`src/rtl/if_fetch_stage_if.sv`:
```
// Signal bundle for the instruction-fetch stage: EX redirect inputs,
// the instruction-memory request/ack port and the IF/ID register outputs.
//
// Memory handshake: the fetch stage raises imem_req with imem_addr and
// holds both steady until the cycle in which imem_ack is high. The
// transfer completes on the clock edge where imem_req && imem_ack,
// and imem_rdata is sampled on that edge. A zero-wait memory may ack
// in the same cycle as the request. The only time imem_req drops without
// an ack is during reset.
interface if_fetch_stage_if;
    // EX-stage redirect
    logic        redirect_valid;
    logic [31:0] redirect_pc;
    logic        ifid_flush;
    // instruction memory port
    logic        imem_req;
    logic [31:0] imem_addr;
    logic        imem_ack;
    logic [31:0] imem_rdata;
    // IF/ID pipeline register
    logic [31:0] instr_id;
    logic [31:0] pc4_id;
    logic        valid_id;

    modport master (
        input  redirect_valid, redirect_pc, ifid_flush, imem_ack, imem_rdata,
        output imem_req, imem_addr, instr_id, pc4_id, valid_id
    );

    modport slave (
        output redirect_valid, redirect_pc, ifid_flush, imem_ack, imem_rdata,
        input  imem_req, imem_addr, instr_id, pc4_id, valid_id
    );
endinterface

```
`src/rtl/if_fetch_stage.sv`:
```
// Instruction-fetch stage of a 5-stage MIPS pipeline. Owns the PC, issues
// one outstanding instruction-memory request at a time, and loads IF/ID.
// A redirect that arrives while a request is still waiting for its ack
// cannot move the address, so the stage parks in SQUASH, lets the old
// request finish, drops its data and then fetches the latest target.
module if_fetch_stage #(
    parameter logic [31:0] RESET_PC = 32'h0000_0000
) (
    input  logic               clk,
    input  logic               rst_n,
    if_fetch_stage_if.master   bus,
    output logic [1:0]         state
);

    typedef enum logic [1:0] {
        BOOT   = 2'd0,
        FETCH  = 2'd1,
        SQUASH = 2'd2
    } st_t;

    st_t         st, st_next;
    logic [31:0] pc, pc_next;
    logic [31:0] tgt, tgt_next;
    logic        load_id;
    logic [31:0] pc_seq;

    // Sequential successor is taken from the word-aligned PC, so an
    // unaligned redirect target still steps to the next word boundary
    // and PC+4 wraps modulo 2^32.
    assign pc_seq = {bus.imem_addr[31:2], 2'b00} + 32'd4;

    assign bus.imem_req  = (st == FETCH) || (st == SQUASH);
    assign bus.imem_addr = {pc[31:2], 2'b00};
    assign state         = st;

    // Next-state, next-PC, pending-target and IF/ID-load decisions.
    always_comb begin
        st_next  = st;
        pc_next  = pc;
        tgt_next = tgt;
        load_id  = 1'b0;
        case (st)
            BOOT: begin
                st_next = FETCH;
                if (bus.redirect_valid) pc_next = bus.redirect_pc;
            end
            FETCH: begin
                if (bus.imem_ack) begin
                    if (bus.redirect_valid) begin
                        // fetched word is wrong-path: discard it
                        pc_next = bus.redirect_pc;
                    end else begin
                        pc_next = pc_seq;
                        load_id = 1'b1;
                    end
                end else if (bus.redirect_valid) begin
                    // address must stay put until the ack; remember target
                    tgt_next = bus.redirect_pc;
                    st_next  = SQUASH;
                end
            end
            SQUASH: begin
                if (bus.imem_ack) begin
                    pc_next = bus.redirect_valid ? bus.redirect_pc : tgt;
                    st_next = FETCH;
                end else if (bus.redirect_valid) begin
                    tgt_next = bus.redirect_pc;
                end
            end
            default: begin
                st_next = BOOT;
            end
        endcase
    end

    // Control state register.
    always_ff @(posedge clk or negedge rst_n) begin
        if (!rst_n) st <= BOOT;
        else        st <= st_next;
    end

    // PC and pending redirect target.
    always_ff @(posedge clk or negedge rst_n) begin
        if (!rst_n) begin
            pc  <= RESET_PC;
            tgt <= 32'h0;
        end else begin
            pc  <= pc_next;
            tgt <= tgt_next;
        end
    end

    // IF/ID register: load a good fetch, otherwise insert a bubble that
    // zeroes the instruction and keeps pc4_id.
    always_ff @(posedge clk or negedge rst_n) begin
        if (!rst_n) begin
            bus.instr_id <= 32'h0;
            bus.pc4_id   <= 32'h0;
            bus.valid_id <= 1'b0;
        end else if (load_id && !bus.ifid_flush) begin
            bus.instr_id <= bus.imem_rdata;
            bus.pc4_id   <= pc_seq;
            bus.valid_id <= 1'b1;
        end else begin
            bus.instr_id <= 32'h0;
            bus.valid_id <= 1'b0;
        end
    end

endmodule

```
`src/flat_wrapper.sv`:
```
// flat-port wrapper written by rule: the top's interface ports become plain ports
module if_fetch_stage_flat 
#(
    parameter logic [31:0] RESET_PC = 32'h0000_0000
)
  (clk, rst_n, state, bus_redirect_valid, bus_redirect_pc, bus_ifid_flush, bus_imem_ack, bus_imem_rdata, bus_imem_req, bus_imem_addr, bus_instr_id, bus_pc4_id, bus_valid_id);
  if_fetch_stage_if bus_i ();
  input  logic clk;
  input  logic rst_n;
  output logic [1:0] state;
  input wire logic [$bits(bus_i.redirect_valid)-1:0] bus_redirect_valid;
  input wire logic [$bits(bus_i.redirect_pc)-1:0] bus_redirect_pc;
  input wire logic [$bits(bus_i.ifid_flush)-1:0] bus_ifid_flush;
  input wire logic [$bits(bus_i.imem_ack)-1:0] bus_imem_ack;
  input wire logic [$bits(bus_i.imem_rdata)-1:0] bus_imem_rdata;
  output wire logic [$bits(bus_i.imem_req)-1:0] bus_imem_req;
  output wire logic [$bits(bus_i.imem_addr)-1:0] bus_imem_addr;
  output wire logic [$bits(bus_i.instr_id)-1:0] bus_instr_id;
  output wire logic [$bits(bus_i.pc4_id)-1:0] bus_pc4_id;
  output wire logic [$bits(bus_i.valid_id)-1:0] bus_valid_id;
  assign bus_i.redirect_valid = bus_redirect_valid;
  assign bus_i.redirect_pc = bus_redirect_pc;
  assign bus_i.ifid_flush = bus_ifid_flush;
  assign bus_i.imem_ack = bus_imem_ack;
  assign bus_i.imem_rdata = bus_imem_rdata;
  assign bus_imem_req = bus_i.imem_req;
  assign bus_imem_addr = bus_i.imem_addr;
  assign bus_instr_id = bus_i.instr_id;
  assign bus_pc4_id = bus_i.pc4_id;
  assign bus_valid_id = bus_i.valid_id;
  if_fetch_stage #(.RESET_PC(RESET_PC)) u_core (.clk(clk), .rst_n(rst_n), .bus(bus_i), .state(state));
endmodule
```
`config.mk`:
```
export PLATFORM = sky130hd
export DESIGN_NAME = if_fetch_stage_flat
export DESIGN_NICKNAME = d
export VERILOG_FILES = /design/src/rtl/if_fetch_stage_if.sv /design/src/rtl/if_fetch_stage.sv /design/src/flat_wrapper.sv
export SDC_FILE = /design/constraint.sdc
export NUM_CORES = 1
export LEC_CHECK = 0
export ABC_AREA = 1
export CAP_MARGIN = 25
export CORE_MARGIN = 5
export CORE_UTILIZATION = 24
export DETAILED_ROUTE_END_ITERATION = 12
export DONT_BUFFER_PORTS = 1
export GPL_TIMING_DRIVEN = 0
export PLACE_DENSITY = 0.43
export SYNTH_ARGS = -nofsm -noshare
export SYNTH_HDL_FRONTEND = slang
export SYNTH_SLANG_ARGS = --single-unit
```
`constraint.sdc`:
```
create_clock -name clk -period 2.45 [get_ports clk]
set_input_delay 0.49 -clock clk [delete_from_list [all_inputs] [get_ports clk]]
set_output_delay 0.49 -clock clk [all_outputs]
set_load 0.02 [all_outputs]
```
==> impl_metrics.json, run 1 <==
{
  "first_global_vias": 5669,
  "grt-ovfl-total": 0,
  "slew_viol_final": 0,
  "critPathKind": "reg -> reg",
  "fmax_mhz": 432.1,
  "syn_to_final_growth_pct": 16.63,
  "htree_levels": 4,
  "cts_root_buf": "clkbuf_16",
  "hold_ws_ns": -0.2358,
  "clock_skew_ns": 0.01369,
  "ys_async_sr_fraction": 1.000,
  "rr_endpoint": "u_core.pc[23]$_DFFE_PN0P_",
  "maxCapViolCount": 0,
  "finalPower_mw": 11.31,
  "violations": "negative hold slack",
  "critPathRequiredTime_ns": 2.76,
  "core_region_area_sq_mm": 0.02786,
  "status": "finished, violations left",
  "p_leak_nw": 3.929,
  "clock_sinks": 125,
  "syn_area_sq_mm": 0.006800,
  "power_density_mw_per_mm2": 1427,
  "r2r-start": "u_core.state[0]$_DFFE_PN0P_",
  "finalHoldViolCount": 125,
  "finalCritPeriodShare": 0.9447,
  "fin_util": 0.2847,
  "worstSetupEndpointType": "flip-flop",
  "nNetsFinal": 1022,
  "cp_max_fo": 10,
  "grt_start_max_net_pins": 126,
  "start_kind": "flip-flop",
  "viasPerCell": 4.222,
  "hpwl_um": 17720,
  "ys_types": 37,
  "clk_latency_ns": 0.43,
  "ff2ff_setup_slack_ns": 0.14,
  "path_clk_slew_ns": 0.07,
  "synth-main-ff-cell": "dfrtp_1",
  "fill_cells": 3057,
  "num_vias": 5653,
  "rows": 61,
  "clk_path_buf_depth": 2,
  "antenna_left": 0,
  "yosys_warnings": 0,
  "synth.avg_cell_area_sq_um": 7.344,
  "synthCells": 926,
  "die_area_sq_mm": 0.03180,
  "die_h_um": 178.3,
  "synth_seq_cells": 125,
  "final_common_cell": "nand2_1",
  "critPathArrivalTime_ns": 2.62,
  "drive_gt1_frac": 0.1051,
  "ys_seq_area_frac": 0.4600,
  "hold_class": "in -> async",
  "reg2reg_depth": 9,
  "final_cell_mix": "nand2_1, nor2_1, dfrtp_1",
  "chipWidth_um": 178.3,
  "tightest_slew_ns": 0.6358,
  "synth_edf_count": 0,
  "rsz0062_at_grt": "false",
  "peakVddDrop_v": 0.0005154,
  "finalWeightedCongestion": 0.8225,
  "cts-buffers-inserted": 17,
  "track_usage": 0.1443,
  "crit_end": "u_core.pc[23]$_DFFE_PN0P_",
  "grt_pass1_wl_um": 34720,
  "pin_count": 169,
  "fin_crit_ns": 2.315,
  "start_util": 0.2441,
  "dp.cells": 1307,
  "remaining_drc_errors": 0,
  "fin_cells": 1339,
  "insertedDiodeCount": 0,
  "port_buffers": 0,
  "slew_headroom": 0.5762,
  "firstDrtPassIters": 4,
  "routedWlPerCell_um": 17.04,
  "critPathLaunch": "u_core.state[0]$_DFFE_PN0P_",
  "wl_um": 22810,
  "drt_iter0_markers": 278,
  "setup_viol": 0,
  "tritoncts": "yes",
  "antenna_found_initial": 0
}
## registers in the layout (all words and copies together) (netlist names)
register             count
u_core.bus.instr_id     32
u_core.bus.pc4_id       30
u_core.bus.valid_id      1
u_core.tgt              30
u_core.state             2
u_core.pc               30
## worst max-delay path, stage by stage (launching register included)
cell and delay (ns):
dfrtp_2 0.47, inv_1 0.09, ha_1 0.43, clkbuf_4 0.27, inv_2 0.12, clkbuf_2 0.27
nor3_1 0.31, nand2_1 0.09, nand2_1 0.09, nand2_1 0.05
## synth_stat cells, types with 2 or more instances
master	n	area, sq um
a21oi_1	27	135.1
nand3_1	23	115.1
buf_4	6	45.04
nor2_8	2	40.04
dfrtp_1	125	3128
o21ai_0	44	220.2
nor3_1	23	115.1
inv_2	5	18.77
nand3b_1	4	30.03
o21a_1	14	105.1
nor2_2	7	43.79
clkbuf_1	15	56.30
inv_1	87	326.6
and2_1	3	18.77
buf_2	19	95.09
ha_1	5	62.56
nand2_2	4	25.02
xor2_2	4	65.06
nor2_4	5	56.30
clkbuf_8	3	41.29
nand2_1	276	1036
nand2_4	2	22.52
nor2_1	184	690.7
o211ai_1	5	37.54
xor2_1	7	61.31
a31oi_1	10	62.56
a21boi_0	7	52.55
## worst min-delay path by stage
stage          cells after the start  slack, ns  startpoint                               end
3_5_place_dp                       0       0.20       rst_n  u_core.bus.instr_id[0]$_DFF_PN0_
4_1_cts                            0      -0.26       rst_n        u_core.tgt[24]$_DFFE_PN0P_
6_report                           0      -0.24       rst_n  u_core.bus.instr_id[0]$_DFF_PN0_
5_1_grt                            0      -0.26       rst_n  u_core.bus.instr_id[0]$_DFF_PN0_
3_3_place_gp                       0       0.20       rst_n  u_core.bus.instr_id[0]$_DFF_PN0_
2_1_floorplan                      0       0.19       rst_n  u_core.bus.instr_id[0]$_DFF_PN0_
## per-layer routing
metal / part of all wire / GRT usage / vias to the layer above
met1: 0.41 / 0.1717 / 2540
met5: 0 / 0 / -
li1: - / - / 2918
met3: 0.091 / 0.05596 / 23
met2: 0.48 / 0.2407 / 172
met4: 0.019 / 0.04509 / 0
## final cells by class
type | count | area [sq um] | area share
Buffer | 44 | 257.7 | 0.03250
Clock inverter | 15 | 202.7 | 0.02556
Sequential cell | 125 | 3131 | 0.3947
Inverter | 92 | 345.3 | 0.04354
Multi-Input combinational cell | 668 | 3097 | 0.3904
Tap cell | 378 | 473.0 | 0.05963
Clock buffer | 17 | 425.4 | 0.05364
## stage by stage
stage | cell area [sq um] | setup slack, ns | TNS (ns)
detailed placement | 7284 | -0.1815 | -5.392
CTS | 7920 | 0.07341 | 0
finish | 7931 | 0.1355 | 0
global route | 7931 | 0.005482 | 0
global placement | 7284 | -0.1970 | -5.884
floorplan | 6812 | 0.4711 | 0
## kinds of logic after synthesis
kind of cell,count (synthesis),synth area share
AND/OR/NAND/NOR,535,0.3268
buffers and inverters,136,0.08740
flip-flops,125,0.4600
AO/OA/AOI/OAI,112,0.09623
XOR/XNOR,12,0.01987
adder cells (fa/ha/maj),5,0.009200
other,1,0.0005514
## power by group
part	switching, mW	total [mW]	internal, mW
combinational	2.71	4.20	1.49
clock	1.07	2.72	1.64
sequential	1.55	4.40	2.85
## repair_timing
item,CTS,global route
setup buffers,0,0
resized for setup,6,5
setup endpoints to repair,40,34
hold endpoints to repair,125,125
Note: power is estimated with default switching activity, not from simulation.
==> run 2, diff against run 1 <==
- BUFFER_PORTS_ARGS: not set -> -buffer_cell sky130_fd_sc_hd__buf_2
- DONT_BUFFER_PORTS: 1 -> not set
- PLACE_DENSITY: 0.43 -> 0.48
==> run 2 against run 1 <==
Combinational power is 31% higher. Global-route usage is 0.19 points lower. Sequential power shrank 19%. The flow now finishes without violations. Largest power group is now combinational cells. First-iteration DRC count increased by 32%. Highest routed layer unchanged. Critical path depth decreased by 2. Routed wire length down 2.0%. Clock-buffer cell count up 1. Final area rose by 10%.
==> impl_metrics.json, run 2 (synthesis gave the netlist of run 1 again) <==
{
  "finalWeightedCongestion": 0.8675,
  "die_area_sq_mm": 0.03180,
  "setup_viol": 0,
  "fin_crit_ns": 2.207,
  "grt_pass1_wl_um": 34930,
  "p_sw_mw": 5.403,
  "slew_headroom": 0.5920,
  "crit_family": "buffers and inverters",
  "finalCritPeriodShare": 0.9009,
  "critPathBufInv": 4,
  "internal-power_mw": 6.253,
  "place_ws_ns": 0.1809,
  "drive_gt1_frac": 0.2271,
  "grt-ovfl-total": 0,
  "critPathArrivalTime_ns": 2.50,
  "pin_count": 169,
  "regArea_sq_mm": 0.003128,
  "fill_cells": 3076,
  "finalPower_mw": 11.66,
  "syn_to_final_growth_pct": 28.32,
  "tightest_slew_ns": 0.6121,
  "cts_root_buf": "clkbuf_16",
  "core_region_area_sq_mm": 0.02786,
  "hpwl_um": 17860,
  "firstDrtPassIters": 5,
  "port_buffers": 161,
  "multiInputGateArea_sq_mm": 0.003089,
  "hold_class": "in -> async",
  "maxCapViolCount": 0,
  "worstSetupEndpointType": "flip-flop",
  "path_clk_slew_ns": 0.06,
  "critPathKind": "reg -> reg",
  "tns_ns": 0,
  "regMostFlops": "u_core.bus.instr_id",
  "fmax_mhz": 453.1,
  "final_common_cell": "nand2_1",
  "wl_um": 22350,
  "htree_levels": 4,
  "grt_start_max_net_pins": 64,
  "clock_skew_ns": 0.01158,
  "first_global_vias": 6213,
  "hold_ws_ns": 0.02798,
  "track_usage": 0.1425,
  "tritoncts": "yes",
  "peakVddDrop_v": 0.0005863,
  "postCtsHoldBufs": 0,
  "ff2ff_setup_slack_ns": 0.24,
  "fin_cells": 1502,
  "pwr-share-seq": 0.304,
  "clock_sinks": 125,
  "crit_path_cell_trace": "inv_1 -> ha_1 -> buf_2 -> inv_2 -> nor2_1 -> clkbuf_1 -> o21ai_0",
  "p_sw_frac": 0.4636,
  "cts-buffers-inserted": 17,
  "slew_viol_final": 0,
  "rows": 61,
  "cp_max_fo": 10,
  "antenna_found_initial": 0,
  "power_density_mw_per_mm2": 1336,
  "antenna_left": 0,
  "finalHoldViolCount": 0,
  "remaining_drc_errors": 0,
  "status": "completed",
  "cp_slowest_cell": "clkbuf_1",
  "clock_power_share": 0.222,
  "start_kind": "flip-flop",
  "die_h_um": 178.3,
  "p_leak_nw": 4.626,
  "combPwrFrac": 0.474,
  "clk_path_buf_depth": 2,
  "dp.cells": 1469,
  "viasPerCell": 4.117,
  "num_vias": 6183,
  "critPathRequiredTime_ns": 2.74,
  "drt_iter0_markers": 368,
  "start_util": 0.2441,
  "chipWidth_um": 178.3,
  "nNetsFinal": 1184,
  "clk_latency_ns": 0.43,
  "rsz0062_at_grt": "false",
  "setup_slack_ns": 0.2428,
  "routedWlPerCell_um": 14.88,
  "critPathMaxStageDelay_ns": 0.42,
  "final_cell_mix": "nand2_1, nor2_1, buf_2",
  "largest_register_ffs": 32
}
-- run 2: changes by cell type in the layout (fill, tap and decap cells not counted), moves of 2 or more --
cell        previous run  this run
clkinvlp_4             2         4
dfrtp_1              123       125
clkbuf_1              10        14
clkbuf_2               5         1
inv_8                  4         1
dfrtp_2                2         0
buf_2                 18       179
-- run 2: path summary, 6_finish.rpt --
check / start / to / cells after the start
min reg2reg: u_core.bus.pc4_id[4]$_DFFE_PN0P_ / u_core.bus.pc4_id[4]$_DFFE_PN0P_ / 2
max in group asynchronous: rst_n / u_core.pc[6]$_DFFE_PN0P_ / 2
max: u_core.state[0]$_DFFE_PN0P_ / u_core.tgt[7]$_DFFE_PN0P_ / 7
min in group clk: bus_imem_rdata[28] / u_core.bus.instr_id[28]$_DFF_PN0_ / 3
max reg2reg: u_core.state[0]$_DFFE_PN0P_ / u_core.tgt[7]$_DFFE_PN0P_ / 7
min: rst_n / u_core.bus.instr_id[31]$_DFF_PN0_ / 1
-- run 2: per-layer routing --
layer | global-route usage | share of wire
met1 | 0.1859 | 0.46
met2 | 0.2373 | 0.47
met3 | 0.02056 | 0.036
met4 | 0.05756 | 0.030
met5 | 0 | 0
-- run 2: metrics by stage --
stage	utilization	instance area (sq um)
floorplan	-	6812
global placement	0.2904	8090
detailed placement	0.2916	8124
CTS	0.3131	8722
global route	0.3131	8723
finish	0.3132	8726
-- run 2: final cells by class --
class                      instances  share of cell area
tap                              378             0.05420
buffer                            44             0.02868
antenna                            1           0.0002868
sequential                       125              0.3585
multi-input combinational        668              0.3540
clock buffer                      18             0.05033
timing repair buffer             162             0.09621
clock inverter                    14             0.01821
inverter                          92             0.03958
-- run 2: power by group through the flow --
stage                     Clock, mW  Combinational [mW]  Sequential (mW)
final                          2.59                5.52             3.55
after global routing           2.75                6.23             3.66
after floorplan                   0                3.15             4.06
after CTS                      2.64                5.59             3.55
after global placement            0                5.55             3.56
after detailed placement          0                5.57             3.58
-- run 2: what timing repair did --
| item | 4_1_cts | 5_1_grt |
|---|---|---|
| gates resized for setup | 0 | 2 |
| endpoints found under the setup margin | 0 | 1 |
| buffers inserted | 0 | 0 |
| endpoints found under the hold margin | 0 | 0 |
-- run 2: worst reg2reg max path: stages (launching register included) --
cell      delay (ns)
dfrtp_1         0.41
inv_1           0.08
ha_1            0.30
buf_2           0.23
inv_2           0.14
nor2_1          0.33
clkbuf_1        0.42
o21ai_0         0.16
==> run 3, diff against run 2 <==
- HOLD_SLACK_MARGIN: not set -> 0.15
==> run 3 against run 2 <==
Hold slack improved by 0.23 ns. Total power about the same. Clock power about the same. First-iteration DRC count decreased by 1.6%. Via count increased by 0.31%. Combinational power about the same. Core utilization about the same. Clock-buffer cell count unchanged. Register-to-register slack about the same. Sequential share of layout area about the same. Highest routed layer unchanged.
==> impl_metrics.json, run 3 (synthesis gave the netlist of run 1 again) <==
{
  "status": "completed",
  "finalHoldViolCount": 0,
  "critPathKind": "reg -> reg",
  "cts_setup_buffers": 0,
  "rsz0062_at_grt": "false",
  "first_global_vias": 6216,
  "start_util": 0.2441,
  "finalCritPeriodShare": 0.9052,
  "clk_path_buf_depth": 2,
  "peakVddDrop_v": 0.0005870,
  "grt_pass1_wl_um": 34950,
  "fin_crit_ns": 2.218,
  "tritoncts": "yes",
  "syn_to_final_growth_pct": 28.46,
  "regMostFlops": "u_core.bus.instr_id",
  "pin_count": 169,
  "core_region_area_sq_mm": 0.02786,
  "critPathBufInv": 4,
  "tns_ns": 0,
  "critPathRequiredTime_ns": 2.74,
  "routedWlPerCell_um": 14.90,
  "setup_viol": 0,
  "num_vias": 6202,
  "clock_skew_ns": 0.02157,
  "maxCapViolCount": 0,
  "p_leak_nw": 4.630,
  "tightest_slew_ns": 0.6127,
  "critPathMaxStageDelay_ns": 0.42,
  "die_area_sq_mm": 0.03180,
  "power_density_mw_per_mm2": 1335,
  "cp_slowest_cell": "clkbuf_1",
  "drt_iter0_markers": 362,
  "clock_sinks": 125,
  "final_cell_mix": "nand2_1, nor2_1, buf_2",
  "rows": 61,
  "wl_um": 22400,
  "antenna_found_initial": 0,
  "finalWeightedCongestion": 0.8675,
  "finalPower_mw": 11.66,
  "grt-ovfl-total": 0,
  "clk_latency_ns": 0.43,
  "track_usage": 0.1425,
  "port_buffers": 161,
  "nNetsFinal": 1185,
  "largest_register_ffs": 32,
  "crit_path_cell_trace": "inv_1 -> ha_1 -> buf_2 -> inv_2 -> nor2_1 -> clkbuf_1 -> o21ai_0",
  "remaining_drc_errors": 0,
  "die_h_um": 178.3,
  "htree_levels": 4,
  "cp_max_fo": 10,
  "hold_class": "in -> reg",
  "final_common_cell": "nand2_1",
  "critPathArrivalTime_ns": 2.51,
  "slew_headroom": 0.5915,
  "firstDrtPassIters": 5,
  "fin_util": 0.3136,
  "chipWidth_um": 178.3,
  "crit_family": "buffers and inverters",
  "cts_root_buf": "clkbuf_16",
  "antenna_left": 0,
  "grt_start_max_net_pins": 64,
  "hpwl_um": 17860,
  "viasPerCell": 4.126,
  "cts-buffers-inserted": 17,
  "fmax_mhz": 450.9,
  "worstSetupEndpointType": "flip-flop",
  "start_kind": "flip-flop",
  "drive_gt1_frac": 0.2269,
  "slew_viol_final": 0,
  "path_clk_slew_ns": 0.06
}
-- run 3: cell types whose count changed in the layout (fill, tap and decap cells not counted) --
cell           before  now
dlygate4sd3_1       0    1
-- run 3: report_power, final --
group          total [mW]  switching, mW  internal (mW)
logic                5.53           3.68           1.85
clock network        2.59           1.05           1.54
registers            3.54          0.684           2.86
-- run 3: tightest hold or removal path: stages --
cell	delay (ns)
buf_2	0.09
inv_1	0.04
nor2_1	0.03
-- run 3: cell type report --
class | count | area, sq um
Tap cell | 378 | 473.0
Clock buffer | 18 | 439.2
Fill cell | 3076 | 19120
Sequential cell | 125 | 3128
Timing Repair Buffer | 163 | 849.6
Clock inverter | 14 | 158.9
Buffer | 44 | 250.2
Inverter | 92 | 345.3
Antenna cell | 1 | 2.502
Multi-Input combinational cell | 668 | 3089
-- run 3: path summary, 6_finish.rpt --
| kind | startpoint | cells past startpoint | slack (ns) | to |
|---|---|---|---|---|
| min in group asynchronous | rst_n | 2 | 0.60 | u_core.bus.instr_id[31]$_DFF_PN0_ |
| max | u_core.state[0]$_DFFE_PN0P_ | 7 | 0.23 | u_core.tgt[7]$_DFFE_PN0P_ |
| min reg2reg | u_core.bus.pc4_id[4]$_DFFE_PN0P_ | 2 | 0.47 | u_core.bus.pc4_id[4]$_DFFE_PN0P_ |
| min | bus_imem_rdata[28] | 3 | 0.26 | u_core.bus.instr_id[28]$_DFF_PN0_ |
| max in group asynchronous | rst_n | 3 | 1.11 | u_core.pc[14]$_DFFE_PN0P_ |
| max reg2reg | u_core.state[0]$_DFFE_PN0P_ | 7 | 0.23 | u_core.tgt[7]$_DFFE_PN0P_ |
-- run 3: repair_timing --
item | 4_1_cts | 5_1_grt
endpoints found under the setup margin | 0 | 1
hold buffers | 1 | 0
resized for setup | 0 | 2
endpoints found under the hold margin | 62 | 0
-- run 3: per-layer routing --
| layer | track usage | up-vias | wire length (um) | share of wire |
|---|---|---|---|---|
| met4 | 0.05756 | 0 | 646 | 0.029 |
| met1 | 0.1860 | 2747 | 10310 | 0.46 |
| met3 | 0.02056 | 28 | 855 | 0.038 |
| met5 | 0 | - | 0 | 0 |
| li1 | - | 3261 | - | - |
| met2 | 0.2373 | 166 | 10580 | 0.47 |
-- run 3: per-stage QoR --
stage | cells | hold WS [ns] | instance area (sq um) | worst slack [ns]
6_report | 1503 | 0.2611 | 8736 | 0.2322
5_1_grt | 1502 | 0.2480 | 8733 | 0.003283
4_1_cts | 1502 | 0.2516 | 8732 | 0.1620
3_5_place_dp | 1469 | 0.4610 | 8124 | 0.1809
3_3_place_gp | 1468 | 0.4544 | 8090 | -0.9868
2_1_floorplan | 929 | 0.1944 | 6812 | 0.4711
